## src/rtl/adc_serial_capture.sv

```systemverilog
// adc_serial_capture: one AD7673 conversion (CNVST pulse, BUSY wait, serial read) per start strobe.
// Build option ADC_OFFSET_SUB_EN adds an offset input, subtracted from each word and saturated at 0.
module adc_serial_capture #(
    parameter int DATA_WIDTH          = 16,
    parameter int INDEX_WIDTH         = 8,
    parameter int CNVST_LOW_CYCLES    = 2,
    parameter int BUSY_TIMEOUT_CYCLES = 250,
    parameter int SCLK_HALF_CYCLES    = 2
) (
    input  logic                   clk,
    input  logic                   reset,
    input  logic                   start,
    input  logic                   frame_start,
    input  logic                   clear_errors,
    input  logic                   adc_busy,
    input  logic                   adc_sdout,
`ifdef ADC_OFFSET_SUB_EN
    input  logic [DATA_WIDTH-1:0]  offset,
`endif
    output logic                   adc_cnvst_n,
    output logic                   adc_cs_n,
    output logic                   adc_sclk,
    output logic                   sample_valid,
    output logic [DATA_WIDTH-1:0]  sample_data,
    output logic [INDEX_WIDTH-1:0] sample_index,
    output logic                   sample_error,
    output logic                   err_overrun,
    output logic                   err_timeout,
    output logic                   idle
);

    // state     | meaning
    // IDLE      | waiting for start
    // CONV      | adc_cnvst_n held low
    // WAIT_BUSY | waiting for synchronized BUSY to fall, with timeout
    // SHIFT     | adc_cs_n low, clocking DATA_WIDTH bits in MSB first
    // DONE      | sample_valid high for one cycle, index advances
    typedef enum logic [2:0] {
        IDLE,
        CONV,
        WAIT_BUSY,
        SHIFT,
        DONE
    } state_t;

    localparam int TMR_W = $clog2(BUSY_TIMEOUT_CYCLES + CNVST_LOW_CYCLES + SCLK_HALF_CYCLES);
    localparam int BIT_W = $clog2(DATA_WIDTH);

    localparam logic [TMR_W-1:0] CNV_LOAD   = TMR_W'(CNVST_LOW_CYCLES - 1);
    localparam logic [TMR_W-1:0] WAIT_LOAD  = TMR_W'(BUSY_TIMEOUT_CYCLES - 1);
    localparam logic [TMR_W-1:0] BLANK_END  = TMR_W'(BUSY_TIMEOUT_CYCLES - 5);
    localparam logic [TMR_W-1:0] HALF_LOAD  = TMR_W'(SCLK_HALF_CYCLES - 1);
    localparam logic [BIT_W-1:0] BITS_LOAD  = BIT_W'(DATA_WIDTH - 1);

    state_t                 state;
    logic [TMR_W-1:0]       timer;
    logic [BIT_W-1:0]       bit_cnt;
    logic [DATA_WIDTH-1:0]  shift_reg;
    logic [DATA_WIDTH-1:0]  word_out;
    logic [INDEX_WIDTH-1:0] idx;
    logic                   busy_m;
    logic                   busy_s;

    always_ff @(posedge clk) begin
        if (reset) begin
            busy_m <= 1'b0;
            busy_s <= 1'b0;
        end else begin
            busy_m <= adc_busy;
            busy_s <= busy_m;
        end
    end

`ifdef ADC_OFFSET_SUB_EN
    always_comb begin
        word_out = '0;
        if (shift_reg > offset)
            word_out = shift_reg - offset;
    end
`else
    always_comb word_out = shift_reg;
`endif

    always_ff @(posedge clk) begin
        if (reset) begin
            state        <= IDLE;
            timer        <= '0;
            bit_cnt      <= '0;
            shift_reg    <= '0;
            idx          <= '0;
            adc_cnvst_n  <= 1'b1;
            adc_cs_n     <= 1'b1;
            adc_sclk     <= 1'b0;
            sample_valid <= 1'b0;
            sample_data  <= '0;
            sample_index <= '0;
            sample_error <= 1'b0;
            err_overrun  <= 1'b0;
            err_timeout  <= 1'b0;
            idle         <= 1'b1;
        end else begin
            sample_valid <= 1'b0;
            if (frame_start)
                idx <= '0;
            // Clears come first so a same-cycle error event below overrides them.
            if (clear_errors) begin
                err_overrun <= 1'b0;
                err_timeout <= 1'b0;
            end
            if (start && state != IDLE)
                err_overrun <= 1'b1;

            case (state)
                IDLE: begin
                    if (start) begin
                        state       <= CONV;
                        adc_cnvst_n <= 1'b0;
                        idle        <= 1'b0;
                        timer       <= CNV_LOAD;
                    end
                end
                CONV: begin
                    if (timer == '0) begin
                        adc_cnvst_n <= 1'b1;
                        state       <= WAIT_BUSY;
                        timer       <= WAIT_LOAD;
                    end else begin
                        timer <= timer - 1'b1;
                    end
                end
                WAIT_BUSY: begin
                    // The first four cycles are blanked: BUSY has not yet risen through the synchronizer.
                    if (timer <= BLANK_END && !busy_s) begin
                        state    <= SHIFT;
                        adc_cs_n <= 1'b0;
                        adc_sclk <= 1'b1;
                        timer    <= HALF_LOAD;
                        bit_cnt  <= BITS_LOAD;
                    end else if (timer == '0) begin
                        state        <= DONE;
                        sample_valid <= 1'b1;
                        sample_data  <= '0;
                        sample_index <= idx;
                        sample_error <= 1'b1;
                        err_timeout  <= 1'b1;
                    end else begin
                        timer <= timer - 1'b1;
                    end
                end
                SHIFT: begin
                    if (timer != '0) begin
                        timer <= timer - 1'b1;
                    end else begin
                        timer <= HALF_LOAD;
                        if (adc_sclk) begin
                            adc_sclk  <= 1'b0;
                            shift_reg <= {shift_reg[DATA_WIDTH-2:0], adc_sdout};
                        end else if (bit_cnt == '0) begin
                            adc_cs_n     <= 1'b1;
                            state        <= DONE;
                            sample_valid <= 1'b1;
                            sample_data  <= word_out;
                            sample_index <= idx;
                            sample_error <= 1'b0;
                        end else begin
                            bit_cnt  <= bit_cnt - 1'b1;
                            adc_sclk <= 1'b1;
                        end
                    end
                end
                DONE: begin
                    state <= IDLE;
                    idle  <= 1'b1;
                    if (!frame_start)
                        idx <= idx + 1'b1;
                end
                default: begin
                    state <= IDLE;
                    idle  <= 1'b1;
                end
            endcase
        end
    end

endmodule
```

## config.mk

```make
export PLATFORM = sky130hd
export DESIGN_NAME = adc_serial_capture
export DESIGN_NICKNAME = d
export VERILOG_FILES = /design/src/rtl/adc_serial_capture.sv
export SDC_FILE = /design/constraint.sdc
export NUM_CORES = 1
export LEC_CHECK = 0
export CORE_MARGIN = 5
export CORE_UTILIZATION = 50
export DETAILED_ROUTE_END_ITERATION = 16
export PLACE_DENSITY = 0.72
export SYNTH_ARGS = -nofsm -noshare
export SYNTH_HDL_FRONTEND = slang
export SYNTH_SLANG_ARGS = --single-unit
```

## constraint.sdc

```tcl
create_clock -name clk -period 2.75 [get_ports clk]
set_clock_uncertainty 0.05 [all_clocks]
set_input_delay 0.275 -clock clk [delete_from_list [all_inputs] [get_ports clk]]
set_output_delay 0.275 -clock clk [all_outputs]
set_load 0.02 [all_outputs]
```

==> results of run 1 <==
==> synth_stat cells, types with 2 or more instances <==
library cell | count | area, sq um
nor3_1 | 8 | 40.0
buf_6 | 3 | 33.8
or3_1 | 3 | 18.8
nor3_2 | 2 | 20.0
o21a_1 | 2 | 15.0
a22oi_1 | 16 | 120
buf_1 | 2 | 7.51
o31ai_1 | 5 | 37.5
clkbuf_1 | 14 | 52.6
a22o_1 | 2 | 17.5
o41ai_1 | 2 | 17.5
xor2_1 | 6 | 52.6
xnor2_1 | 2 | 17.5
a211o_1 | 3 | 26.3
nand3_1 | 32 | 160
nand4_1 | 2 | 12.5
ha_1 | 5 | 62.6
nor2_1 | 33 | 124
nor3b_2 | 2 | 25.0
or2_2 | 3 | 18.8
dfxtp_1 | 73 | 1460
nor2b_1 | 3 | 18.8
nand2_1 | 43 | 161
nor3b_1 | 2 | 15.0
a211oi_1 | 4 | 30.0
nand2b_1 | 3 | 18.8
buf_4 | 3 | 22.5
a21oi_1 | 36 | 180
a21boi_0 | 2 | 15.0
o211ai_1 | 2 | 15.0
a21o_1 | 4 | 30.0
a221oi_1 | 2 | 17.5
and2_1 | 2 | 12.5
mux2i_1 | 3 | 30.0
inv_1 | 8 | 30.0
o21ai_0 | 8 | 40.0
nand3b_1 | 2 | 15.0
==> critical path: stages (launching register included) <==
cell	delay (ps)
dfxtp_1	320
inv_1	90
ha_1	200
nor4b_1	540
nor2_1	210
a2111o_1	380
buf_4	230
a22oi_1	210
nor2_1	50
==> area by class of cell <==
class	instances	area, sq um	area share
clock buffer	12	155	0.0409
clock inverter	4	73.8	0.0195
inverter	8	30.0	0.00791
multi-input combinational	262	1550	0.409
sequential	73	1460	0.385
tap	77	96.3	0.0254
timing repair buffer	45	428	0.113
==> worst min path at each step <==
| stage | from | end | depth (start not counted) |
|---|---|---|---|
| after global placement | busy_m$_SDFF_PP0_ | busy_s$_SDFF_PP0_ | 1 |
| after floorplan | reset | idle$_SDFFE_PP1P_ | 2 |
| final | reset | busy_s$_SDFF_PP0_ | 2 |
| after detailed placement | busy_m$_SDFF_PP0_ | busy_s$_SDFF_PP0_ | 1 |
| after CTS | reset | busy_s$_SDFF_PP0_ | 2 |
| after global routing | reset | busy_s$_SDFF_PP0_ | 2 |
==> through the flow <==
| stage | std cells | hold WS (ps) | setup WS [ps] | cell area (sq um) |
|---|---|---|---|---|
| 3_3_place_gp | 465 | 376 | 446 | 3570 |
| 3_5_place_dp | 465 | 378 | 408 | 3570 |
| 2_1_floorplan | 366 | 322 | 655 | 3160 |
| 6_report | 481 | 231 | 334 | 3790 |
| 5_1_grt | 481 | 252 | 123 | 3790 |
| 4_1_cts | 481 | 214 | 385 | 3790 |
==> where the power goes <==
group	switching [uW]	leakage (uW)	total [uW]	internal [uW]
Combinational	755	0.000640	1190	439
Sequential	134	0.000592	1300	1170
Clock	401	0.000117	964	563
Total	1290	0.00135	3460	2170
==> logic make-up after synthesis <==
kind of cell    share of synthesized area
buf+inv                            0.0479
fa+ha+maj                          0.0198
flops                               0.462
xor+xnor                           0.0222
simple gates                        0.233
compound gates                      0.205
mux                               0.00949
==> metal layers <==
| metal | GRT usage | wire [um] |
|---|---|---|
| met5 | 0 | 0 |
| met3 | 0.0369 | 394 |
| met4 | 0.0866 | 110 |
| met1 | 0.260 | 3260 |
| met2 | 0.297 | 3400 |
==> results.cfg, run 1 <==
[status]
status = complete, no violations

[logic_synthesis]
synth_cells = 366
yosys_warnings = 0
synth_flop_cell = dfxtp_1
syn_avg_cell_area_sq_um = 8.64
ys_types = 56
synth-edff-count = 0
ys_async_sr_fraction = 0
netlist_area_sq_mm = 0.00316
ys_seq_elements = 73
synth_nets = 378
ys_seq_area_frac = 0.462

[drt]
ant_nets = 0
routed_wirelength_mm = 7.16
wl_per_cell_um = 14.9
viasPerCell = 5.71
remaining_drc_errors = 0
vias = 2748
first_pass_iters = 4
drt_iter0_drc = 257

[critical_path]
crit_start = bit_cnt[0]$_SDFFE_PP0P_
critPathMaxFanout = 24
path_class = reg2reg
crit_path_end_kind = register
r2r_setup_slack_ps = 330
crit_path_start_kind = register
critPathCapture = sample_data[6]$_SDFFE_PP0P_
required_ps = 2910
reg2reg_depth = 8
rr_endpoint = sample_data[6]$_SDFFE_PP0P_
cp_data_arrival_time_ps = 2580
r2r-start = bit_cnt[0]$_SDFFE_PP0P_

[floorplanning]
core-area_sq_mm = 0.00624
io_pins = 39
initial_core_util = 0.507
die_h_um = 89.5
die_area_sq_mm = 0.00802
rows = 29
die_w_um = 89.5

[grt]
grt_first_pass_wirelength_mm = 12.1
grt_pass1_vias = 2570
grt_usage = 0.192
antenna_found_initial = 0
grt_max_degree = 53
overflow = 0

[clock_tree]
cts_buffers = 9
cts_root_buf = clkbuf_8
cts_tree = built
holdBufCountCts = 0
htree_levels = 3
cts-resized-gates = 0
cts.sinks = 73
worstSkewPairLatency_ps = 340
clockBufferDepth = 2
cts_setup_buffers = 0
clk_pin_slew_worst_paths_ps = 70

[sta]
period_needed_ps = 2420
fin_crit_sh = 0.879
relSlewSlack = 0.541
hold_viol = 0
slew_violations = 0
rsz0062_at_grt = false
tightest_slew_ps = 686
finalSetupTns_ps = 0
timing.fmax_mhz = 414
setup_violations = 0

[place]
post-dp-hpwl_mm = 4.76
port_buffers = 38
gp_congestion = 0.833

[run]
max_cap_violations = 0

[final_layout]
antenna_cells = 0
fillCellCount = 553
area_growth_pct = 20.0
utilization = 0.608
layout_commonest_cell = dfxtp_1
drive_gt1_frac = 0.0842
final_nets = 411
final_cell_mix = 73 x dfxtp_1, 43 x nand2_1, 37 x clkdlybuf4s50_1

[pwr]
powerDensity_mw_per_mm2 = 912
cellLeakagePower_uw = 0.00135
p_total_uw = 3460
vdd_ir_drop_max_uv = 430

[min_path]
hp-class = in2reg
Power figures use the tool's default switching activity.
==> run 2: changes to the inputs <==
SLEW_MARGIN = 5   (was unset)
==> results of run 2 <==
Same layout as run 1: the final DEF is identical, and so are final timing and power.
==> run 3: changes to the inputs <==
ABC_AREA = 1   (was unset)
GPL_ROUTABILITY_DRIVEN = 0   (was unset)
==> run 3 against run 2 <==
Compared with the run above:
- cell count increased by 22%
- routed wire length rose by 1.3%
- highest routed layer unchanged
- fmax is 5.8% higher
- hold slack better by 130 ps
- die area rose by 3.6%
- combinational power is 33% higher
- via count grew 9.0%
- critical endpoint is now sample_index[2]$_SDFFE_PP0P_
- clock power is 3.6% lower
==> results.cfg, run 3 <==
[status]
status = complete, no violations

[logic_synthesis]
yosysMostFrequentCell = nand2_1
synth_flop_cell = dfxtp_1
netlist_area_sq_mm = 0.00329
yosys.area.top_type = dfxtp_1
synth_top_area_share = 0.444
synth_cells = 466
netlist_top_cells_count = 93 x nand2_1, 73 x dfxtp_1, 63 x inv_1, 55 x a21oi_1, 50 x nor2_1
ys_seq_area_frac = 0.444
ys_async_sr_fraction = 0
syn_avg_cell_area_sq_um = 7.06
ys_seq_elements = 73
ys_types = 22
synth_nets = 478
synth.area.top_cells = dfxtp_1 44%, nand2_1 11%, a21oi_1 8.4%
synth-edff-count = 0
yosys_warnings = 0

[sta]
layout_setup_ws_ps = 467
timing.fmax_mhz = 438
rsz0062_at_grt = false
setup_violations = 0
period_needed_ps = 2280
finalSetupTns_ps = 0
fin_crit_sh = 0.830
tightest_slew_ps = 524
relSlewSlack = 0.650
hold_viol = 0
slew_violations = 0
hold-worst-slack_ps = 358

[critical_path]
crit_family = simple AND/OR/NAND/NOR gates
cp_slowest_cell = nand3_4
rr_endpoint = sample_index[2]$_SDFFE_PP0P_
path_class = reg2reg
crit_path_start_kind = register
crit_top_cell = nor2_1
worstPathCellList = inv_1 > ha_1 > nand2_1 > nor2_2 > nor2_1 > nor2_4 > nand3_4 > nor2_1 > nor2_1
crit_path_end_kind = register
required_ps = 2940
r2r_setup_slack_ps = 470
critical_path_buf_inv_count = 1
cp_data_arrival_time_ps = 2480
reg2reg_depth = 9
critPathMaxFanout = 34
r2r-start = timer[0]$_SDFFE_PP0P_
max_stage_delay_ps = 420

[drt]
wl_met2_mm = 3.26
wl_met3_um = 303
wl_per_cell_um = 12.4
ant_nets = 0
viasPerCell = 5.12
vias = 2996
routed_wirelength_mm = 7.25
drt-met1-wl_mm = 3.55
remaining_drc_errors = 0
first_pass_iters = 4
drt_iter0_drc = 126
routed.top_layer = met4

[clock_tree]
cts.sinks = 73
cts_root_buf = clkbuf_8
clk_pin_slew_worst_paths_ps = 80
holdBufCountCts = 0
htree_levels = 3
clockBufferDepth = 2
cts_buffers = 9
worstSkewPairLatency_ps = 340
cts-resized-gates = 0
cts_setup_buffers = 0
cts_tree = built

[grt]
overflow = 0
grt_first_pass_wirelength_mm = 12.5
grt_max_degree = 35
grt_usage = 0.180
grt_pass1_vias = 2728
antenna_found_initial = 0

[final_layout]
drive_gt1_frac = 0.0768
utilization = 0.618
final_cell_mix = 93 x nand2_1, 73 x dfxtp_1, 63 x inv_1
layout_commonest_cell = nand2_1
final_nets = 515
area_growth_pct = 19.8
antenna_cells = 0

[place]
port_buffers = 38
place_ws_ps = 453
post-dp-hpwl_mm = 5.04

[run]
max_cap_violations = 0

[floorplanning]
die_h_um = 91.1
io_pins = 39
rows = 29
initial_core_util = 0.515
core-area_sq_mm = 0.00639
die_w_um = 91.1
die_area_sq_mm = 0.00831

[min_path]
hp-start = busy_m$_SDFF_PP0_
holdPathEnd = busy_s$_SDFF_PP0_
hp-class = reg2reg
min_path_cells = 2

[pwr]
powerDensity_mw_per_mm2 = 980
vdd_ir_drop_max_uv = 560
p_sw_frac = 0.408
p_sw_uw = 1570
cellLeakagePower_uw = 0.00162
p_seq_frac = 0.351
p_total_uw = 3860
p_comb_frac = 0.409
clkPwrFrac = 0.240
internal_power_uw = 2290
## run 3: changes by cell type in the layout (fill, tap and decap cells not counted), sizes merged, moves of 5 or more
cell   change
o31ai      -5
a22oi     -17
inv       +61
o21ai     +22
nand2     +53
a21oi     +19
nand4     +16
nor2      +23
## run 3: how the worst max path moves through the flow
| stage | startpoint | slack (ps) | end | cells past startpoint |
|---|---|---|---|---|
| global placement | timer[0]$_SDFFE_PP0P_ | 560 | sample_index[3]$_SDFFE_PP0P_ | 9 |
| CTS | timer[0]$_SDFFE_PP0P_ | 440 | sample_index[2]$_SDFFE_PP0P_ | 9 |
| detailed placement | timer[0]$_SDFFE_PP0P_ | 450 | sample_index[2]$_SDFFE_PP0P_ | 9 |
| floorplan | timer[0]$_SDFFE_PP0P_ | 1040 | shift_reg[10]$_SDFFE_PP0P_ | 10 |
| global route | timer[0]$_SDFFE_PP0P_ | 180 | sample_index[4]$_SDFFE_PP0P_ | 10 |
| finish | timer[0]$_SDFFE_PP0P_ | 470 | sample_index[2]$_SDFFE_PP0P_ | 9 |
## run 3: logic make-up (layout without fill, tap and decap cells)
logic type / count (synthesis) / after routing / synth area share
adders and majority gates: 5 / 5 / 0.0190
AOI/OAI and AO/OA: 90 / 90 / 0.139
DFF: 73 / 73 / 0.444
xor gates and xnor gates: 3 / 3 / 0.00798
buffers and inverters: 86 / 128 / 0.103
and+or+nand+nor: 209 / 209 / 0.287
## run 3: worst register-to-register path: stages, from the launching register on
cell     delay [ps]
dfxtp_1         340
inv_1           140
ha_1            160
nand2_1          60
nor2_2          240
nor2_1          110
nor2_4          380
nand3_4         420
nor2_1          220
nor2_1           60
## run 3: final cells by class
cell class	instances	area, sq um
Multi-Input combinational cell	307	1490
Timing Repair Buffer	43	418
Sequential cell	73	1460
Clock buffer	10	128
Clock inverter	6	91.3
Fill cell	618	2440
Tap cell	77	96.3
Inverter	69	259
## run 3: per-stage QoR
step / cell area, sq um / instances
final: 3940 / 585
after global routing: 3940 / 585
after CTS: 3940 / 585
after detailed placement: 3720 / 569
after global placement: 3720 / 569
after floorplan: 3290 / 466
## run 3: routing by layer
| metal | vias up | global-route usage |
|---|---|---|
| met5 | - | 0 |
| met4 | 0 | 0.0721 |
| met3 | 10 | 0.0413 |
| met2 | 57 | 0.277 |
| met1 | 1355 | 0.245 |
| li1 | 1574 | - |
## run 3: power groups by stage
stage	registers, uW	clock network [uW]	logic (uW)
finish	1360	929	1580
global route	1380	992	1790
CTS	1350	946	1580
detailed placement	1380	0	1580
global placement	1370	0	1550
floorplan	1450	0	1090
